File: config.mk
export PLATFORM = sky130hd
export DESIGN_NAME = fcmp_max_reducer
export DESIGN_NICKNAME = d
export VERILOG_FILES = /design/src/rtl/fcmp_max_reducer.sv
export SDC_FILE = /design/constraint.sdc
export NUM_CORES = 1
export LEC_CHECK = 0
export ABC_AREA = 1
export CAP_MARGIN = 0
export CORE_MARGIN = 3
export CORE_UTILIZATION = 40
export CTS_CLUSTER_DIAMETER = 40
export CTS_CLUSTER_SIZE = 10
export DETAILED_ROUTE_END_ITERATION = 10
export GPL_ROUTABILITY_DRIVEN = 0
export PLACE_DENSITY = 0.7
export SLEW_MARGIN = 25
export SYNTH_ARGS = -nofsm -noshare
export SYNTH_HDL_FRONTEND = slang
export SYNTH_SLANG_ARGS = --single-unit
File: constraint.sdc
create_clock -name clk -period 2.9 [get_ports clk]
set_input_delay 0.725 -clock clk [delete_from_list [all_inputs] [get_ports clk]]
set_output_delay 0.725 -clock clk [all_outputs]
set_load 0.005 [all_outputs]
File: src/rtl/fcmp_max_reducer.sv
// Streaming max/argmax over N_ELEMS FloPoCo floats (wE=4, wF=4) using one fcmplt compare; optional macro FCMP_MAX_NAN_PROPAGATE_EN.
// Latency: result valid the cycle after the last element is accepted; one reduction in flight.
// Backpressure: in_ready drops while a result is held; out_* stay stable until out_ready.

// Combinational FloPoCo less-than: unordered if either operand is NaN, xlty only for ordered pairs.
module fcmplt (
  input  logic [10:0] x,
  input  logic [10:0] y,
  output logic        unordered,
  output logic        xlty
);

  // Map a word onto a signed ordinal: zeros collapse to 0 so +0 and -0 compare equal,
  // infinities sit beyond every normal magnitude.
  function automatic logic signed [11:0] order_key(input logic [10:0] w);
    logic [9:0] mag;
    case (w[10:9])
      2'b00:   mag = 10'd0;
      2'b01:   mag = {2'b00, w[7:0]} + 10'd1;
      default: mag = 10'h3FF;
    endcase
    order_key = w[8] ? -$signed({2'b00, mag}) : $signed({2'b00, mag});
  endfunction

  // Ordering decision; suppressed whenever a NaN is involved.
  always_comb begin
    unordered = (&x[10:9]) | (&y[10:9]);
    xlty      = ~unordered & (order_key(x) < order_key(y));
  end

endmodule

module fcmp_max_reducer #(
  parameter int WE      = 4,
  parameter int WF      = 4,
  parameter int N_ELEMS = 4
) (
  input  logic                       clk,
  input  logic                       rst_n,
  input  logic                       in_valid,
  output logic                       in_ready,
  input  logic [10:0]                in_data,
  output logic                       out_valid,
  input  logic                       out_ready,
  output logic [10:0]                out_max,
  output logic [$clog2(N_ELEMS)-1:0] out_idx,
  output logic                       out_unordered
);

  localparam int IDX_W = $clog2(N_ELEMS);

  typedef enum logic [1:0] {IDLE, ACCUM, DONE} state_t;

  state_t             state, state_nxt;
  logic [10:0]        run_max;
  logic [IDX_W-1:0]   run_idx;
  logic [IDX_W-1:0]   count;
  logic               nan_seen;
  logic               accept;
  logic               last;
  logic               in_nan;
  logic               run_nan;
  logic               cmp_unord;
  logic               cmp_lt;
  logic               replace;

  fcmplt u_cmp (
    .x         (run_max),
    .y         (in_data),
    .unordered (cmp_unord),
    .xlty      (cmp_lt)
  );

  // Handshake qualifiers and the replace decision for the running maximum.
  always_comb begin
    in_ready = rst_n & (state != DONE);
    accept   = in_valid & in_ready;
    last     = (count == IDX_W'(N_ELEMS - 1));
    in_nan   = &in_data[10:9];
    run_nan  = &run_max[10:9];
`ifdef FCMP_MAX_NAN_PROPAGATE_EN
    // First NaN wins and then sticks.
    replace  = ~run_nan & (in_nan | cmp_lt);
`else
    // NaNs never displace an ordered maximum; a NaN head yields to the first ordered element.
    replace  = cmp_lt | (run_nan & ~in_nan);
`endif
  end

  // State register.
  always_ff @(posedge clk or negedge rst_n) begin
    if (!rst_n) state <= IDLE;
    else        state <= state_nxt;
  end

  // Next-state: first element opens the reduction, last one closes it, consumer releases it.
  always_comb begin
    state_nxt = state;
    case (state)
      IDLE:    if (accept)           state_nxt = ACCUM;
      ACCUM:   if (accept && last)   state_nxt = DONE;
      DONE:    if (out_ready)        state_nxt = IDLE;
      default:                       state_nxt = IDLE;
    endcase
  end

  // Running max/argmax, NaN tracking and element count; count holds on the last accept.
  always_ff @(posedge clk or negedge rst_n) begin
    if (!rst_n) begin
      run_max  <= '0;
      run_idx  <= '0;
      nan_seen <= 1'b0;
      count    <= '0;
    end else if (accept) begin
      if (state == IDLE) begin
        run_max  <= in_data;
        run_idx  <= '0;
        nan_seen <= in_nan;
        count    <= IDX_W'(1);
      end else begin
        if (replace) begin
          run_max <= in_data;
          run_idx <= count;
        end
        nan_seen <= nan_seen | in_nan;
        if (!last) count <= count + IDX_W'(1);
      end
    end else if (state == DONE && out_ready) begin
      count <= '0;
    end
  end

  // Result is the registered running state, frozen while in DONE.
  always_comb begin
    out_valid     = (state == DONE);
    out_max       = run_max;
    out_idx       = run_idx;
    out_unordered = nan_seen;
  end

endmodule

# Word-level counts from Yosys, hierarchy flattened
# Index checks and enable logic that the tools add are counted.
[op_classes]
add_sub_neg = 5
n_lt_le_gt_ge = 1
eq_ne = 10
mux = 17
bitwise_logic = 9
reduce_logical = 12
[op_table]
columns = ["cell", "n"]
rows = [
  ["$pmux 10 s2", 2],
  ["$mux 12", 2],
  ["$neg 10->12", 2],
  ["$mux 11", 2],
  ["$add 8x1->9 const B", 2],
  ["$mux 2", 9],
  ["$lt 12x12->1", 1],
  ["$reduce_and 2->1", 4],
  ["$eq 2x1->1 const B", 3],
  ["$logic_not 2->1", 3],
  ["$ne 2x2->1 const B", 3],
  ["$pmux 2 s3", 1],
  ["$and 1x1->1", 4],
  ["$eq 2x2->1 const B", 2],
  ["$reduce_bool 2->1", 2],
  ["$ne 3x2->1 const B", 1],
  ["$or 1x1->1", 3],
  ["$reduce_and 3->1", 1],
  ["$add 2x1->2 const B", 1],
  ["$logic_and 1x1->1", 2],
  ["$ne 2x1->1 const B", 1],
  ["$not 1->1", 2],
  ["$mux 1", 1],
]
[totals]
ff_bits = 18
out_inout_bits = 16
elab_cells = 59

# Depth between registers and ports, before layout
[depth]
word_depth = 9
ltp_mapped = 26
depth_no_buf = 25

# Cells and area by module
# A second synthesis with hierarchy kept.
[unflattened]
cells_unflattened = 328
hier_area_um2 = 2128.3
[by_module_without_submodules]
columns = ["module", "n_inst", "cells_per_inst", "area_each_um2", "seq_area_each_um2"]
rows = [
  ["fcmplt", 1, 231, 1288.7, 0.0],
  ["fcmp_max_reducer", 1, 97, 839.6, 450.4],
]

# Worst setup path before layout
# OpenSTA, ideal clock, no wires.
[synth_path]
path_kind = "input-to-reg"
start = "in in_data[0]"
end = "reg run_max[2] (netlist: out_max[2])"
setup_time_ns = 0.117
arrival_ns = 3.079
t_required_ns = 2.783
path_slack_ns = -0.296
stages = 25
cell_sequence = "ha_1 -> or2_2 -> nand3_1 -> nand3_1 -> nor2_1 -> nand2_1 -> nor2_1 -> nand2_1 -> o21ai_1 -> nand2_1 -> nand2_1 -> ha_1 -> nand2_1 -> inv_1 -> nor2_1 -> o21bai_1 -> nor2_1 -> nand2_1 -> nand2_1 -> nand3_2 -> nand2_4 -> nand2_4 -> buf_6 -> nand2_1 -> nand2_1"
[synth_between]
elab_chain_cells = 9
[synth_rtl]
columns = ["item", "line", "source"]
rows = [
  ["start, declared", "42", "input logic [10:0] in_data,"],
  ["$add 8x1->9 (*)", "19", "2'b01: mag = {2'b00, w[7:0]} + 10'd1;"],
  ["$pmux 10 s2 (*)", "17", "case (w[10:9])"],
  ["$neg 10->12", "22", "order_key = w[8] ? -$signed({2'b00, mag}) : $signed({2'b00, mag});"],
  ["$mux 12 (*)", "22", ""],
  ["$lt 12x12->1 (*)", "28", "xlty = ~unordered & (order_key(x) < order_key(y));"],
  ["$and 1x1->1 (*)", "28", ""],
  ["$or 1x1->1 (*)", "86", "replace = cmp_lt | (run_nan & ~in_nan);"],
  ["$reduce_bool 2->1 (no source line) (*)", "--", ""],
  ["$reduce_and 2->1 (no source line) (*)", "--", ""],
  ["end signal, assigned", "116", "run_max <= in_data;"],
  ["end signal, assigned", "122", "run_max <= in_data;"],
  ["end, declared", "55", "logic [10:0] run_max;"],
]
# Every way passes the cells marked *; elsewhere a longest branch is shown, timed or not.
# A chain may end at the register's enable or synchronous reset.

# Final worst setup path
[layout_path]
start = "in in_data[1]"
end = "reg run_max[3] (netlist: out_max[3])"
# The elaborated chain is that of the path after synthesis.

==> run summary <==
number of placed cells counting well taps - 432
Final Routed Wirelength - 5.803 mm
final worst slack - -0.3625 ns
area of the die - 5723 µm²
TritonCTS Buffers - 3
WL/cell - 12.92 µm
worst skew pair latency - 0.25 ns
Crit Path Max Fanout - 8
hold buffer count at cts - 0
share of cells above drive strength 1 - 0.3602
vias in the first global route - 2,293
Min-Delay Endpoint - out_unordered
Antenna diodes - 0
Layout Utilization - 0.6864
area of the mapped netlist - 1941 µm²
via count - 2,284
Slew HR - 0.3730
Final Critical Period - 3.263 ns
Yosys top cell area share - 0.2321
Reg2Reg Depth - 23
Top FF cell, synth - dfrtp_1
starting density of the core - 0.4308
sequential cell area fraction in the yosys report - 0.2321
crit path capture type - flop
CP startpoint kind - input port
clock buffer depth - 2
fmax - 0.3065 GHz
final slew viol count - 0
Std-Cell Rows - 24
power density over the cells - 905.2 nW/µm²
reg-to-reg startpoint - out_max[1]
hpwl dp - 4.358 mm
flop2flop setup slack - -0.29 ns
MaxCap Viol Count - 0
Syn-to-layout area delta - 59.32%
grt ovf - 0
Fin. Hold Viols - 0
largest net degree at the start of global routing - 19
clk root buf - clkbuf_8
slowest CP cell - or2_4
synth warn - 0
Syn Nets - 336
Synth area leaders - dfrtp_1 23%, nand2_1 18%, ha_1 10%
antenna viol nets, final - 0
Synth Register Bits - 18
fill count - 364
area leader, netlist - dfrtp_1
failing checks - setup timing
Final setup viols - 13
core area - 4504 µm²
PortBufs - 30
Global Route Usage Sum - 0.2189
TritonCTS clock tree - done
initial antenna violation count - 0
worst hold path type - flop to flop
Reg2Reg Capture Point - out_max[3]
status - finished, violations left
CP most frequent cell - nand2_1
final period utilization - 1.125
Clock Skews - 0.003307 ns
Post-synth ARST share - 1.000
commonest non-fill, non-tap cells in the layout - 78 x nand2_1, 58 x buf_4, 34 x inv_1
Overall Power - 2.799 mW
RSZ-0062 raised after global routing - yes
most common cell after layout, fill and taps aside - nand2_1
Gate Count Post-Synth - 305
worst-margin pin slew - 0.9382 ns
Avg Cell Area, Syn - 6.363 µm²
DRC Markers - 0
Crit path required time - 3.09 ns
clock sink count - 18
initial DRC count - 66
CP peak stage delay - 0.25 ns
CP arrival - 3.45 ns
hold path cells - 1
maximum vdd drop - 0.6344 mV
# nets final - 429
hold path start - out_unordered
IO Count - 31
vias per cell - 5.087
non-filler instance count after layout - 449
die width - 75.65 µm
Place WS - -0.9896 ns
Netlist cell types - 30
Setup Crit Path Kind - input port to flop
LEAKAGE - 1.634 nW
CTS clk-pin slew, worst paths - 0.07 ns
H-tree levels - 1
number of synthesized flops with an enable pin - 0
TritonRoute pass-1 iters - 4
global-route wire length before repair - 9.804 mm
DIE HEIGHT - 75.65 µm
## repair_timing
item	CTS	global route
endpoints found under the setup margin	13	13
gates resized for setup	53	47
pin swaps	38	27
setup buffers	9	3
gates cloned	1	0
## worst max path at each step
stage	from	end	slack, ns
after floorplan	in_data[0]	out_max[2]	-0.17
after detailed placement	in_data[1]	out_max[3]	-0.99
after global routing	out_max[1]	out_max[3]	-0.54
after CTS	in_data[1]	out_max[3]	-0.25
final	in_data[1]	out_max[3]	-0.36
after global placement	in_data[0]	out_max[1]	-0.91
## flip-flops by register name, summed over array words and instances, names as in the netlist
register	flops
out_max	11
count	2
out_idx	2
state	2
out_unordered	1
## logic make-up after synthesis
family          Yosys count  synth area share
fa+ha+maj                16            0.1032
simple gates            180            0.4081
compound gates           27           0.08512
buf+inv                  49            0.1038
flops                    18            0.2321
xor+xnor                 15           0.06770
## report_power, final
| group | internal, mW | switching, mW | leakage (nW) | total (mW) |
|---|---|---|---|---|
| Clock | 0.121 | 0.0804 | 0.0288 | 0.201 |
| Combinational | 1.02 | 1.08 | 1.38 | 2.10 |
| Sequential | 0.357 | 0.144 | 0.229 | 0.500 |
## worst max-delay path: cells and delay by family
kind                     cells  cell delay, ns
AND/OR/NAND/NOR             18            1.80
AO/OA/AOI/OAI                2            0.24
buffers and inverters        3            0.30
adder cells (fa/ha/maj)      2            0.38
## metrics by stage
stage                     hold WS (ns)  setup TNS, ns  area, µm²
final                           0.5125         -4.297       3092
after global routing            0.5238         -6.763       3092
after detailed placement        0.4884         -12.52       2684
after global placement          0.4894         -11.60       2684
after CTS                       0.5064         -3.021       2935
after floorplan                 0.4294         -1.924       1976
## synth_stat cells (5+ instances only)
cell type  instances
nand2_1           92
nor3_1             5
a21oi_1            6
nand2_2            7
dfrtp_1           18
xor2_1            13
nand4_1            7
nor2_1            28
o21ai_0           12
inv_1             41
nand3_1           35
ha_1              16
## final cells by class
class / count / area (µm²) / share of cell area
inverter: 43 / 163.9 / 0.05301
timing repair buffer: 93 / 795.8 / 0.2574
multi-input combinational: 239 / 1560 / 0.5047
clock buffer: 4 / 55.05 / 0.01781
sequential: 18 / 451.7 / 0.1461
tap: 52 / 65.06 / 0.02104
## metal layers
| metal | share of wire | track usage | vias to the layer above | routed length (µm) |
|---|---|---|---|---|
| li1 | - | - | 1169 | - |
| met1 | 0.44 | 0.2865 | 1059 | 2564 |
| met2 | 0.51 | 0.3854 | 48 | 2963 |
| met3 | 0.036 | 0.03034 | 8 | 208 |
| met4 | 0.012 | 0.04272 | 0 | 67 |
| met5 | 0 | 0 | - | 0 |
Power figures use the tool's default switching activity.
